[config.mk]
export PLATFORM = sky130hd
export DESIGN_NAME = rs_pulse_gen
export DESIGN_NICKNAME = d
export VERILOG_FILES = /design/src/rtl/rs_pkg.sv /design/src/rtl/rs_deb.sv /design/src/rtl/rs_pulse_gen.sv
export SDC_FILE = /design/constraint.sdc
export NUM_CORES = 1
export LEC_CHECK = 0
export BUFFER_PORTS_ARGS = -buffer_cell sky130_fd_sc_hd__buf_2
export CORE_ASPECT_RATIO = 0.75
export CORE_MARGIN = 4
export CORE_UTILIZATION = 64
export CTS_CLUSTER_SIZE = 20
export DETAILED_ROUTE_END_ITERATION = 7
export GPL_TIMING_DRIVEN = 0
export PLACE_DENSITY = 0.92
export SLEW_MARGIN = 0
export SYNTH_ARGS = -nofsm -noshare
export SYNTH_HDL_FRONTEND = slang
export SYNTH_SLANG_ARGS = --single-unit
[constraint.sdc]
create_clock -name clk -period 5 [get_ports clk]
set_clock_uncertainty 0.1 [all_clocks]
set_input_delay 0.25 -clock clk [delete_from_list [all_inputs] [get_ports clk]]
set_output_delay 0.25 -clock clk [all_outputs]
set_load 0.01 [all_outputs]
[src/rtl/rs_pkg.sv]
// Shared definitions for the RS-latch pulse front-end: FSM encoding, request
// indices and default parameter values.
package rs_pkg;

    typedef enum logic [1:0] {
        IDLE  = 2'd0,
        SET_P = 2'd1,
        CLR_P = 2'd2,
        GAP   = 2'd3
    } rs_state_t;

    localparam int DEF_SYNC_STAGES = 2;
    localparam int DEF_DEB_CYC     = 4;
    localparam int DEF_PW_CYC      = 3;
    localparam int DEF_GAP_CYC     = 2;
    localparam int DEF_CNT_W       = 8;

    // Request channel indices into the per-channel vectors of the top level.
    localparam int REQ_SET = 0;
    localparam int REQ_CLR = 1;
    localparam int REQ_NUM = 2;

endpackage

[src/rtl/rs_deb.sv]
// Synchroniser, debounce filter and rising-edge detector for one asynchronous
// request level; rise is a one-cycle registered pulse on each accepted 0->1.
module rs_deb
    import rs_pkg::*;
#(
    parameter int SYNC_STAGES = DEF_SYNC_STAGES,
    parameter int DEB_CYC     = DEF_DEB_CYC,
    parameter int CNT_W       = DEF_CNT_W
) (
    input  logic clk,
    input  logic rst_n,
    input  logic req,
    output logic rise
);

    localparam logic [CNT_W-1:0] DEB_LAST = CNT_W'(DEB_CYC - 1);
    localparam logic [CNT_W-1:0] CNT_ONE  = CNT_W'(1);

    logic [SYNC_STAGES-1:0] sync_reg;
    logic [CNT_W-1:0]       cnt_reg;
    logic [CNT_W-1:0]       cnt_next;
    logic                   level_reg;
    logic                   level_next;
    logic                   rise_reg;
    logic                   rise_next;
    logic                   sample;

    assign sample = sync_reg[SYNC_STAGES-1];
    assign rise   = rise_reg;

    always_ff @(posedge clk or negedge rst_n) begin
        if (!rst_n) begin
            sync_reg <= '0;
        end else begin
            sync_reg <= {sync_reg[SYNC_STAGES-2:0], req};
        end
    end

    // The counter only advances over an unbroken run of samples that disagree
    // with the accepted level; any agreeing sample restarts the run.
    always_comb begin
        cnt_next   = cnt_reg;
        level_next = level_reg;
        rise_next  = 1'b0;
        if (sample != level_reg) begin
            if (cnt_reg == DEB_LAST) begin
                level_next = ~level_reg;
                rise_next  = ~level_reg;
                cnt_next   = '0;
            end else begin
                cnt_next = cnt_reg + CNT_ONE;
            end
        end else begin
            cnt_next = '0;
        end
    end

    always_ff @(posedge clk or negedge rst_n) begin
        if (!rst_n) begin
            cnt_reg   <= '0;
            level_reg <= 1'b0;
            rise_reg  <= 1'b0;
        end else begin
            cnt_reg   <= cnt_next;
            level_reg <= level_next;
            rise_reg  <= rise_next;
        end
    end

endmodule

[src/rtl/rs_pulse_gen.sv]
// Drives the active-low sn/rn inputs of a NAND RS latch with fixed-width,
// mutually exclusive pulses separated by a guard gap.
module rs_pulse_gen
    import rs_pkg::*;
#(
    parameter int SYNC_STAGES = DEF_SYNC_STAGES,
    parameter int DEB_CYC     = DEF_DEB_CYC,
    parameter int PW_CYC      = DEF_PW_CYC,
    parameter int GAP_CYC     = DEF_GAP_CYC,
    parameter int CNT_W       = DEF_CNT_W
) (
    input  logic clk,
    input  logic rst_n,
    input  logic set_req,
    input  logic clr_req,
    output logic sn,
    output logic rn,
    output logic busy,
    output logic ovf
);

    localparam logic [CNT_W-1:0] PW_LAST  = CNT_W'(PW_CYC - 1);
    localparam logic [CNT_W-1:0] GAP_LAST = CNT_W'(GAP_CYC - 1);
    localparam logic [CNT_W-1:0] CNT_ONE  = CNT_W'(1);

    logic [REQ_NUM-1:0] req_vec;
    logic [REQ_NUM-1:0] rise_vec;
    logic [REQ_NUM-1:0] pend_reg;
    logic [REQ_NUM-1:0] pend_next;
    logic [REQ_NUM-1:0] take;

    rs_state_t        state_reg;
    rs_state_t        state_next;
    logic [CNT_W-1:0] cnt_reg;
    logic [CNT_W-1:0] cnt_next;
    logic             ovf_reg;
    logic             ovf_next;
    logic             sn_reg;
    logic             sn_next;
    logic             rn_reg;
    logic             rn_next;
    logic             busy_reg;
    logic             busy_next;

    assign req_vec[REQ_SET] = set_req;
    assign req_vec[REQ_CLR] = clr_req;

    generate
        for (genvar gi = 0; gi < REQ_NUM; gi++) begin : g_deb
            rs_deb #(
                .SYNC_STAGES (SYNC_STAGES),
                .DEB_CYC     (DEB_CYC),
                .CNT_W       (CNT_W)
            ) u_deb (
                .clk   (clk),
                .rst_n (rst_n),
                .req   (req_vec[gi]),
                .rise  (rise_vec[gi])
            );
        end
    endgenerate

    // Clear wins over set when both are waiting, so the latch settles reset.
    always_comb begin
        state_next = state_reg;
        cnt_next   = cnt_reg;
        take       = '0;
        case (state_reg)
            IDLE: begin
                cnt_next = '0;
                if (pend_reg[REQ_CLR]) begin
                    state_next    = CLR_P;
                    take[REQ_CLR] = 1'b1;
                end else if (pend_reg[REQ_SET]) begin
                    state_next    = SET_P;
                    take[REQ_SET] = 1'b1;
                end
            end
            SET_P, CLR_P: begin
                if (cnt_reg == PW_LAST) begin
                    state_next = GAP;
                    cnt_next   = '0;
                end else begin
                    cnt_next = cnt_reg + CNT_ONE;
                end
            end
            GAP: begin
                if (cnt_reg == GAP_LAST) begin
                    state_next = IDLE;
                    cnt_next   = '0;
                end else begin
                    cnt_next = cnt_reg + CNT_ONE;
                end
            end
            default: begin
                state_next = IDLE;
                cnt_next   = '0;
            end
        endcase
    end

    // A flag consumed this cycle is free to accept a new edge without loss.
    always_comb begin
        pend_next = (pend_reg & ~take) | rise_vec;
        ovf_next  = ovf_reg | (|(rise_vec & pend_reg & ~take));
        sn_next   = (state_next != SET_P);
        rn_next   = (state_next != CLR_P);
        busy_next = (state_next != IDLE);
    end

    always_ff @(posedge clk or negedge rst_n) begin
        if (!rst_n) begin
            state_reg <= IDLE;
            cnt_reg   <= '0;
            pend_reg  <= '0;
            ovf_reg   <= 1'b0;
            sn_reg    <= 1'b1;
            rn_reg    <= 1'b1;
            busy_reg  <= 1'b0;
        end else begin
            state_reg <= state_next;
            cnt_reg   <= cnt_next;
            pend_reg  <= pend_next;
            ovf_reg   <= ovf_next;
            sn_reg    <= sn_next;
            rn_reg    <= rn_next;
            busy_reg  <= busy_next;
        end
    end

    assign sn   = sn_reg;
    assign rn   = rn_reg;
    assign busy = busy_reg;
    assign ovf  = ovf_reg;

endmodule
==> results.tsv <==
metric	value	unit
share of the synthesized area in the top cell type	0.498	
slowest cell delay on critical path	0.60	ns
Power Total	0.842	mW
Avg WL per Cell	16.8	um
Final min period	2.25	ns
status	completed	
post-synth top area cell	dfrtp_1	
Vias	1400	
TritonRoute pass-1 iters	4	
Routed Wire Length	3750	um
Starting Density	0.702	
path type of the worst setup path	flip-flop to flip-flop	
async set or reset register ratio after synthesis	1.00	
Via density	6.28	
synthesis-stage register bit count	40	
CP max FO	6	
largest cells by area after synthesis	dfrtp_1 (50%), ha_1 (5.2%), xor2_1 (3.7%), a211oi_1 (3.1%), o41ai_4 (2.9%)	
top-count cell post-synth	dfrtp_1	
Final Hold Viols	0	
syn nets	181	
quantity of I/O buffers inserted on ports	7	
worst setup margin	2.75	ns
Crit-path slowest cell	nor4b_1	
row count	16	
CTS tree	built	
final critical-path share of the clock period	0.450	
synth unique cells	38	
crit path launch type	flip-flop	
worst hold slack	0.251	ns
peak supply drop	0.293	mV
antenna diode count	0	
slew margin rel.	0.433	
share of cells above drive strength 1	0.128	
CTS H-tree depth	2	
HP Class	flip-flop to flip-flop	
wire length of the first global-routing pass	6540	um
antenna violations before repair	0	
CP required	5.09	ns
Post-synth EDFFs	0	
Yosys warning total	0	
Seq/Total Area, Yosys	0.525	
max reg flops	16	
post_cts resized	0	
setup TNS	0	ns
Ports	8	
Setup Viol. Count Final	0	
Slew @ Worst Pin	0.851	ns
initial drt markers	141	
Die X	71.1	um
CTS buffer count	5	
Final #Nets	198	
MaxCap Viol Count	0	
Avg Synthesized Cell Area	11.3	um2
fmax	445	MHz
P&R area growth vs syn	11.0	%
crit path DAT	2.33	ns
number of remaining DRC errors	0	
Syn Std Cell Area	0.00191	mm2
Placeable Area	0.00272	mm2
Die Ht	55.3	um
antenna-violating nets left	0	
max-slew violation count	0	
hpwl dp	2480	um
pre-CTS WS	2.88	ns
ordered list of cells on the worst path	inv_1 > ha_1 > nor4b_1 > a21o_1 > o221ai_1	
clock root buffer master	clkbuf_8	
Clk Latency, worst-skew pair	0.29	ns
CTS Sinks	40	
P_leak	0.904	nW
pwr/cell area	397	mW/mm2
maximum number of pins on one net before global-route repair	41	
grt total ovfl	0	
Synth top cells by count	dfrtp_1 (38), nand2_1 (10), nand3_1 (10), o21ai_0 (10), inv_1 (9)	
die area	0.00393	mm2
Cells after Synth	169	
Crit. End Element	flip-flop	
clk slew on worst S/H paths	0.08	ns
RSZ-0062 raised after global routing	no	
Clock Path Buffers	2	
routability cong.	0.842	
vias in the first global route	1444	
All-Layer GR Usage	0.212	
predominant post-synthesis flop cell	dfrtp_1	
-- cell families (layout without fill, tap and decap cells) --
group / after synthesis / in the layout / share of synthesized area
compound gates: 46 / 46 / 0.185
xor+xnor: 11 / 11 / 0.0504
fa+ha+maj: 8 / 8 / 0.0524
buf+inv: 10 / 28 / 0.0223
flops: 40 / 40 / 0.525
mux: 2 / 2 / 0.0118
simple gates: 52 / 52 / 0.153
-- final cells by class --
cell class | count | area, um2
Tap cell | 36 | 45.0
Fill cell | 180 | 602
Buffer | 1 | 8.76
Timing Repair Buffer | 10 | 65.1
Sequential cell | 40 | 1000
Clock buffer | 8 | 100
Multi-Input combinational cell | 119 | 865
Inverter | 9 | 33.8
-- cell usage in the layout (no fill, tap or decap), types with 8 or more instances in the layout --
master and count:
dfrtp_1 38, nand2_1 10, nand3_1 10, o21ai_0 10, inv_1 9, xor2_1 8, a21oi_1 8, nor2_1 8
a211oi_1 8, ha_1 8
-- report_power, final --
part / switching (mW) / internal [mW] / total [mW]
clock network: 0.104 / 0.126 / 0.230
registers: 0.0442 / 0.368 / 0.412
logic: 0.115 / 0.0849 / 0.200
-- critical path: cells and delay by family (launching register included) --
| family | cells | cell delay [ns] |
|---|---|---|
| adder cells (fa/ha/maj) | 1 | 0.39 |
| AO/OA/AOI/OAI | 2 | 0.45 |
| buffers and inverters | 1 | 0.12 |
| flip-flops | 1 | 0.47 |
| AND/OR/NAND/NOR | 1 | 0.60 |
-- metal layers --
layer  wire length [um]  GRT usage
met2               1950      0.347
met3                171     0.0525
met5                  0          0
met1               1560      0.262
met4                 70      0.102
-- final timing paths --
path,from,to,slack [ns],depth (start not counted)
max reg2reg,state_reg[0],rn,2.75,5
min in group asynchronous,rst_n,state_reg[0],0.51,2
min,g_deb[1].u_deb.sync_reg[0],g_deb[1].u_deb.sync_reg[1],0.25,0
max,state_reg[0],rn,2.75,5
max in group asynchronous,rst_n,g_deb[0].u_deb.cnt_reg[1],3.76,2
min reg2reg,g_deb[1].u_deb.sync_reg[0],g_deb[1].u_deb.sync_reg[1],0.25,0
-- through the flow --
stage / instances / area [um2] / util
2_1_floorplan: 169 / 1910 / -
3_3_place_gp: 212 / 1990 / 0.731
3_5_place_dp: 212 / 1990 / 0.731
4_1_cts: 223 / 2120 / 0.779
5_1_grt: 223 / 2120 / 0.779
6_report: 223 / 2120 / 0.779
-- what timing repair did --
item                                    4_1_cts  5_1_grt
endpoints found under the hold margin        40        0
buffers inserted                              0        0
endpoints found under the setup margin        0        0
hold buffers                                  3        0
Power figures use the tool's default switching activity.
